$ cat config.mk
export PLATFORM = sky130hd
export DESIGN_NAME = l2_atomic_requester
export DESIGN_NICKNAME = d
export VERILOG_FILES = /design/src/rtl/l2_config_and_types.sv /design/src/rtl/l2_local_reservation.sv /design/src/rtl/l2_atomic_requester.sv
export SDC_FILE = /design/constraint.sdc
export NUM_CORES = 1
export LEC_CHECK = 0
export CAP_MARGIN = 20
export CORE_ASPECT_RATIO = 1.1
export CORE_MARGIN = 2
export CORE_UTILIZATION = 50
export CTS_CLUSTER_SIZE = 40
export DETAILED_ROUTE_END_ITERATION = 8
export DONT_BUFFER_PORTS = 1
export PLACE_DENSITY_LB_ADDON = 0.12
export SYNTH_ARGS = -nofsm -noshare
export SYNTH_HDL_FRONTEND = slang
export SYNTH_SLANG_ARGS = --single-unit
$ cat constraint.sdc
create_clock -name clk -period 4.2 [get_ports clk]
set_input_delay 0.42 -clock clk [delete_from_list [all_inputs] [get_ports clk]]
set_output_delay 0.42 -clock clk [all_outputs]
set_load 0.02 [all_outputs]
$ cat src/rtl/l2_config_and_types.sv
// Shared types and constants for the L2 atomic requester and its local reservation shadow.
package l2_config_and_types;

  localparam int L2_NUM_PORTS = 4;
  localparam int L2_ID_W      = (L2_NUM_PORTS > 1) ? $clog2(L2_NUM_PORTS) : 1;
  localparam int L2_ADDR_W    = 30;
  localparam int L2_DATA_W    = 32;

  typedef enum logic [1:0] {
    L2_OP_LR  = 2'b00,
    L2_OP_SC  = 2'b01,
    L2_OP_RMW = 2'b10
  } l2_atomic_op_t;

  typedef enum logic [1:0] {
    ST_IDLE      = 2'b00,
    ST_ISSUE     = 2'b01,
    ST_WAIT_RESP = 2'b10,
    ST_RESPOND   = 2'b11
  } l2_req_state_t;

  typedef struct packed {
    logic lr;
    logic sc;
    logic store;
  } l2_flags_t;

  // Unknown encodings decode to no flags at all.
  function automatic l2_flags_t op_flags(input l2_atomic_op_t op);
    l2_flags_t f;
    f = '0;
    case (op)
      L2_OP_LR:  f.lr = 1'b1;
      L2_OP_SC:  begin f.sc = 1'b1; f.store = 1'b1; end
      L2_OP_RMW: f.store = 1'b1;
      default:   f = '0;
    endcase
    return f;
  endfunction

endpackage

$ cat src/rtl/l2_local_reservation.sv
// Local shadow of this port's L2 reservation; lets doomed store-conditionals fail without an L2 trip.
module l2_local_reservation
  import l2_config_and_types::*;
(
  input  logic                 clk,
  input  logic                 rst,
  input  logic                 set_i,
  input  logic [L2_ADDR_W-1:0] set_addr_i,
  input  logic                 sc_clr_i,
  input  logic                 rmw_i,
  input  logic [L2_ADDR_W-1:0] rmw_addr_i,
  input  logic                 inv_valid_i,
  input  logic [L2_ADDR_W-1:0] inv_addr_i,
  input  logic [L2_ADDR_W-1:0] chk_addr_i,
  output logic                 hit_o
);

  logic                 valid_q, valid_d;
  logic [L2_ADDR_W-1:0] addr_q, addr_d;

  always_comb begin
    valid_d = valid_q;
    addr_d  = addr_q;
    if (sc_clr_i ||
        (rmw_i && (rmw_addr_i == addr_q)) ||
        (inv_valid_i && (inv_addr_i == addr_q))) begin
      valid_d = 1'b0;
    end
    // A store to the very line being reserved in the same cycle kills the new reservation.
    if (set_i) begin
      addr_d  = set_addr_i;
      valid_d = !(inv_valid_i && (inv_addr_i == set_addr_i));
    end
  end

  always_ff @(posedge clk) begin
    if (rst) begin
      valid_q <= 1'b0;
      addr_q  <= '0;
    end else begin
      valid_q <= valid_d;
      addr_q  <= addr_d;
    end
  end

  assign hit_o = valid_q && (addr_q == chk_addr_i);

endmodule

$ cat src/rtl/l2_atomic_requester.sv
// Per-port LR/SC/RMW initiator into the L2 arbiter; optional SC filter under L2_SC_LOCAL_FILTER_EN.
// state        | meaning
// IDLE         | accepting a core request
// ISSUE        | l2_req_valid held with latched fields until arbiter accepts
// WAIT_RESP    | waiting for read data (LR/RMW) or SC outcome
// RESPOND      | one-cycle resp_valid strobe
module l2_atomic_requester
  import l2_config_and_types::*;
#(
  parameter int PORT_ID = 0
) (
  input  logic                 clk,
  input  logic                 rst,
  input  logic                 req_valid,
  output logic                 req_ready,
  input  logic [L2_ADDR_W-1:0] req_addr,
  input  l2_atomic_op_t        req_op,
  input  logic [L2_DATA_W-1:0] req_data,
  output logic                 resp_valid,
  output logic [L2_DATA_W-1:0] resp_data,
  output logic                 l2_req_valid,
  input  logic                 l2_req_ready,
  output logic [L2_ADDR_W-1:0] l2_addr,
  output logic [L2_ID_W-1:0]   l2_id,
  output logic                 l2_lr,
  output logic                 l2_sc,
  output logic                 l2_store,
  output logic [L2_DATA_W-1:0] l2_wdata,
  input  logic                 l2_rd_valid,
  input  logic [L2_DATA_W-1:0] l2_rd_data,
  input  logic                 l2_sc_valid,
  input  logic                 l2_sc_abort,
  input  logic                 inv_valid,
  input  logic [L2_ADDR_W-1:0] inv_addr
);

  l2_req_state_t        state_q, state_d;
  l2_atomic_op_t        op_q;
  logic [L2_ADDR_W-1:0] addr_q;
  logic [L2_DATA_W-1:0] wdata_q;
  l2_flags_t            flags_q;
  logic [L2_DATA_W-1:0] resp_data_q, resp_data_d;

  logic accept;
  logic filtered;
  logic shadow_hit;
  logic lr_done;

  always_comb begin
    state_d     = state_q;
    accept      = 1'b0;
    filtered    = 1'b0;
    resp_data_d = resp_data_q;
    lr_done     = 1'b0;
    case (state_q)
      ST_IDLE: begin
        if (req_valid) begin
          accept = 1'b1;
          if ((req_op == L2_OP_SC) && !shadow_hit) begin
            filtered    = 1'b1;
            resp_data_d = 32'd1;
            state_d     = ST_RESPOND;
          end else begin
            state_d = ST_ISSUE;
          end
        end
      end
      ST_ISSUE: begin
        if (l2_req_ready) state_d = ST_WAIT_RESP;
      end
      ST_WAIT_RESP: begin
        // Returns of the other kind belong to nobody here and are dropped.
        if (op_q == L2_OP_SC) begin
          if (l2_sc_valid) begin
            resp_data_d = {31'b0, l2_sc_abort};
            state_d     = ST_RESPOND;
          end
        end else if (l2_rd_valid) begin
          resp_data_d = l2_rd_data;
          lr_done     = (op_q == L2_OP_LR);
          state_d     = ST_RESPOND;
        end
      end
      ST_RESPOND: state_d = ST_IDLE;
      default:    state_d = ST_IDLE;
    endcase
  end

  always_ff @(posedge clk) begin
    if (rst) begin
      state_q     <= ST_IDLE;
      op_q        <= L2_OP_LR;
      addr_q      <= '0;
      wdata_q     <= '0;
      flags_q     <= '0;
      resp_data_q <= '0;
    end else begin
      state_q     <= state_d;
      resp_data_q <= resp_data_d;
      if (accept && !filtered) begin
        op_q    <= req_op;
        addr_q  <= req_addr;
        wdata_q <= req_data;
        flags_q <= op_flags(req_op);
      end
    end
  end

`ifdef L2_SC_LOCAL_FILTER_EN
  l2_local_reservation u_resv (
    .clk        (clk),
    .rst        (rst),
    .set_i      (lr_done),
    .set_addr_i (addr_q),
    .sc_clr_i   (accept && (req_op == L2_OP_SC)),
    .rmw_i      (accept && (req_op == L2_OP_RMW)),
    .rmw_addr_i (req_addr),
    .inv_valid_i(inv_valid),
    .inv_addr_i (inv_addr),
    .chk_addr_i (req_addr),
    .hit_o      (shadow_hit)
  );
`else
  // Without the shadow every SC goes to L2, which owns the reservation.
  logic unused_filter_inputs;
  assign unused_filter_inputs = ^{inv_valid, inv_addr, lr_done};
  assign shadow_hit = 1'b1;
`endif

  assign req_ready    = (state_q == ST_IDLE);
  assign resp_valid   = (state_q == ST_RESPOND);
  assign resp_data    = resp_data_q;
  assign l2_req_valid = (state_q == ST_ISSUE);
  assign l2_addr      = addr_q;
  assign l2_wdata     = wdata_q;
  assign l2_id        = PORT_ID[L2_ID_W-1:0];
  assign l2_lr        = flags_q.lr;
  assign l2_sc        = flags_q.sc;
  assign l2_store     = flags_q.store;

endmodule

==> impl_metrics.yaml <==
status:
  status: "complete, no violations"
placed_design:
  dp_hpwl_um: 5850
  gp_congestion: 0.703
  dpl_cell_area_mm2: 0.00382
  dp.cells: 534
  io_buffers: 0
cts:
  cts.clk_slew.worst_paths_ps: 100
  cts_tree: "built"
  htreeDepth: 3
  cts_root_buffer: "clkbuf_8"
  numClockSinks: 101
  ctsHoldBuffers: 0
  clk_latency_ps: 350
  ctsResizeCount: 0
  cts_setup_buffers: 0
  cts_max_path_buffers: 2
  cts_buffers: 9
drt:
  dr.pass1.iters: 4
  wirelength_um: 8730
  wire_per_inst_um: 15.8
  drtIter0Drc: 128
  route.vias.total: 2962
  drc: 0
  via_per_inst: 5.38
  ant_nets: 0
logic_synthesis:
  synth-seq-cells: 101
  yosys.area.top_type_share_pct: 52.3
  synth_cells: 468
  synth.distinct_cells: 23
  synth-edff-count: 0
  synth_most_common_cell: "nand2_1"
  synth_area_leaders: "dfxtp_1 52%, nand2_1 16%, a21oi_1 10%"
  synthFlopType: "dfxtp_1"
  synth-seq-area-share_pct: 52.3
  syn_area_mm2: 0.00386
  ys_warn_count: 0
  postSynth.asyncResetShare_pct: 0
  synth_top_area_cell: "dfxtp_1"
  synth.top_cells.by_count: "166 x nand2_1, 101 x dfxtp_1, 80 x a21oi_1"
  avgSynthCellArea_um2: 8.26
sta:
  finalClockSkew_ps: 12.2
  max_clock_freq_mhz: 438
  rsz0062_at_grt: "no"
  slew_headroom_pct: 42.4
  finalHoldViolations: 0
  setup_violations: 0
  slew_viol_final: 0
  period_share_pct: 54.3
  worstMarginPinSlew_ps: 863
  fin_crit_ps: 2280
  fin_setup_tns_ps: 0
die:
  die_h_um: 96.2
  fp-row-count: 33
  floorplan.die_area_mm2: 0.00845
  die_x_um: 87.8
  core_area_mm2: 0.00747
  start_util_pct: 51.7
  io_pins: 236
pwr:
  max-vdd-ir-drop_mv: 0.317
  powerDensity_mw_per_mm2: 599
  p_total_w: 0.00241
  p_leak_nw: 1.41
cells_and_area:
  register_area_mm2: 0.00202
  diodes: 0
  final_area_mm2: 0.00403
  stdcell_count: 551
  multiInputGateArea_mm2: 0.00161
  finish.net_count: 582
  n_fill_cell: 714
  syn_to_final_growth_pct: 4.24
  layout-drive-gt1-share_pct: 9.19
  finish.utilization_pct: 53.9
setup_path:
  r2r_cells: 6
  required_ps: 4460
  critPathKind: "flop to flop"
  path_max_fanout: 32
  critPathArrivalTime_ps: 2540
  reg2reg_to: "resp_data[0]$_SDFFE_PP0P_"
  critPathCaptureType: "flop"
  critPathLaunchType: "flop"
  crit-reg2reg-launch: "state_q[0]$_SDFFE_PP0P_"
  rrSetupSlack_ps: 1920
  startpoint: "state_q[0]$_SDFFE_PP0P_"
global_route:
  grt_use_total_pct: 19.3
  grt_start_max_net_pins: 103
  grt_overflow: 0
  antenna_found_initial: 0
  grt_pass1_wl_um: 12900
  grt_pass1_vias: 2658
hold_path:
  min_from: "rst"
  hold_path_end: "l2_addr[2]$_SDFFE_PP0P_"
  min_path_cells: 1
  hp-class: "input pin to flop"
run:
  maxCapViolCount: 0
==> where the power goes <==
part / total (W) / switching (W) / internal (W)
clock: 0.000597 / 0.000319 / 0.000278
sequential: 0.00133 / 0.000240 / 0.00109
combinational: 0.000485 / 0.000321 / 0.000164
==> per-stage QoR <==
step | hold WS (ps) | worst slack (ps)
after detailed placement | 461 | 1870
after floorplan | 440 | 2630
final | 132 | 1920
after global placement | 449 | 1910
after global routing | 99.4 | 1710
after CTS | 97.3 | 1860
==> sequential cells by signal, indices dropped and copies added (netlist names) <==
signal     count
l2_lr          1
l2_addr       30
state_q        2
resp_data     32
l2_wdata      32
l2_store       1
op_q           2
l2_sc          1
==> metal layers <==
metal	vias up	part of all wire, %	global-route usage [%]	wire length (um)
met4	0	1.5	8.08	133
met1	1343	38	22.0	3340
met5	-	0	0	0
li1	1485	-	-	-
met2	121	49	31.4	4240
met3	13	12	8.75	1010
==> final cells by class <==
class,instances,share of cell area (%)
multi-input cells,319,39.9
clock inverters,5,1.49
repair buffers,4,1.37
inverters,6,0.559
well taps,105,3.26
clock buffers,11,3.26
flip-flops and latches,101,50.2
==> placed cells by master (no fill, tap or decap), types with 2 or more instances in the layout <==
cell / instances
nand2_1: 165
clkbuf_8: 9
conb_1: 2
clkbuf_1: 2
buf_4: 2
mux2i_1: 3
buf_12: 2
nand4_1: 31
a21oi_1: 80
a21oi_2: 18
dfxtp_1: 101
nand2b_1: 3
inv_1: 6
ha_1: 7
==> cells by family after synthesis <==
logic type,count (synthesis),synth area share [%]
compound gates,102,15.5
fa+ha+maj,7,2.27
buf+inv,49,6.31
flops,101,52.3
mux,4,1.07
other cells,1,0.0971
simple gates,204,22.4
==> worst max-delay path, cell delays in order (launching register included) <==
cell and delay [ps]:
dfxtp_1 360, inv_1 100, ha_1 410, and4b_4 320
a31oi_4 680, mux2i_1 260, nor2_1 50
==> how the worst max path moves through the flow <==
stage	endpoint	slack [ps]	cells after the start
after floorplan	l2_addr[0]$_SDFFE_PP0P_	2630	7
after global placement	l2_addr[10]$_SDFFE_PP0P_	1910	5
after detailed placement	l2_addr[10]$_SDFFE_PP0P_	1870	5
after CTS	l2_addr[10]$_SDFFE_PP0P_	1860	5
after global routing	resp_data[0]$_SDFFE_PP0P_	1710	6
final	resp_data[0]$_SDFFE_PP0P_	1920	6
No activity file was read; power rests on OpenSTA's default activity.
==> edit: new RTL, same settings <==
The package constant `L2_NUM_PORTS` goes from 4 to 2.
--- a/src/rtl/l2_config_and_types.sv
+++ b/src/rtl/l2_config_and_types.sv
@@ -1,7 +1,7 @@
 // Shared types and constants for the L2 atomic requester and its local reservation shadow.
 package l2_config_and_types;
 
-  localparam int L2_NUM_PORTS = 4;
+  localparam int L2_NUM_PORTS = 2;
   localparam int L2_ID_W      = (L2_NUM_PORTS > 1) ? $clog2(L2_NUM_PORTS) : 1;
   localparam int L2_ADDR_W    = 30;
   localparam int L2_DATA_W    = 32;
Interface: changed (resized l2_id); port bits go from 236 to 235. The function was not compared with the original's and may differ.
==> edit against the unedited design <==
- cell area up 0.34%
- routed wire length down 0.77%
- critical path type unchanged
- clock power up 5.9%
- cell count down 0.18%
- highest routed layer unchanged
- setup slack better by 0.014 ns
- sequential cell count unchanged
- largest cell class unchanged
- synthesized area down 0.19%
- sequential share of layout area down 0.17 points
- global-route usage down 0.17 points
- via count down 0.14%
- power up 1.4%
- die area down 0.18%
- utilization up 0.18 points
==> edit: results (changes against the unedited design) <==
| Metric | Value |
|---|---|
| Final Net Count | 581 (was 582) |
| GRT Total Usage | 19.2% (was 19.3%) |
| Avg Cell Area, Syn | 8.26 µm² (about the same) |
| LEAKAGE | 0.00142 µW (was 0.00141 µW) |
| Vias in the first global route | 2674 (was 2658) |
| Final Skew | 0.0113 ns (was 0.0122 ns) |
| Placement Cell Area | 0.00381 mm² (was 0.00382 mm²) |
| First-pass GRT wire length | 12800 µm (was 12900 µm) |
| Sequential-to-total area share from yosys stat | 52.4% (was 52.3%) |
| Hpwl dp | 5790 µm (was 5850 µm) |
| Placed cells | 533 (was 534) |
| Met3 WL | 934 µm (was 1010 µm) |
| Routability cong. | 0.762 (was 0.703) |
| End of the worst hold path | resp_data[5]$_SDFFE_PP0P_ (was l2_addr[2]$_SDFFE_PP0P_) |
| Run status | complete, no violations (unchanged) |
| Min Clock Period, post-route | 2.27 ns (was 2.28 ns) |
| DRT iter0 DRCs | 95 (was 128) |
| GRT met1 Usage | 22.4% (was 22.0%) |
| Met3 usage | 8.40% (was 8.75%) |
| Arr. time, crit path | 2.51 ns (was 2.54 ns) |
| WHS | 0.137 ns (was 0.132 ns) |
| Fillers | 718 (was 714) |
| Layout cell share with drive strength beyond 1 | 9.66% (was 9.19%) |
| Top cells by area, synth | dfxtp_1, nand2_1, a21oi_1 (unchanged) |
| VDD IR-drop max | 0.347 mV (was 0.317 mV) |
## edit: worst max-delay path, stage by stage (launching register included)
cell     delay [ns]
dfxtp_1        0.37
inv_1          0.10
ha_1           0.40
and4b_4        0.31
a31oi_4        0.67
mux2i_1        0.26
nor2_1         0.05
## edit: cell type report
cell class              instances  area, µm²  share of cell area, %
multi-input cells             318       1600                   39.6
clock inverters                 5       57.6                   1.42
flip-flops and latches        101       2020                   50.0
inverters                       6       22.5                  0.557
clock buffers                  11        151                   3.75
well taps                     105        131                   3.25
repair buffers                  4       55.1                   1.36
## edit: power by group
group / total [µW] / internal [µW] / switching (µW)
logic: 485 / 164 / 321
clock network: 632 / 310 / 322
registers: 1330 / 1090 / 241
total: 2450 / 1560 / 884
## edit: kinds of logic (layout without fill, tap and decap cells)
kind of cell             count (synthesis)  in the layout
multiplexers                             4              4
buffers and inverters                   48             26
other                                    1              1
AO/OA/AOI/OAI                          102            102
adder cells (fa/ha/maj)                  7              7
flip-flops                             101            101
AND/OR/NAND/NOR                        204            204
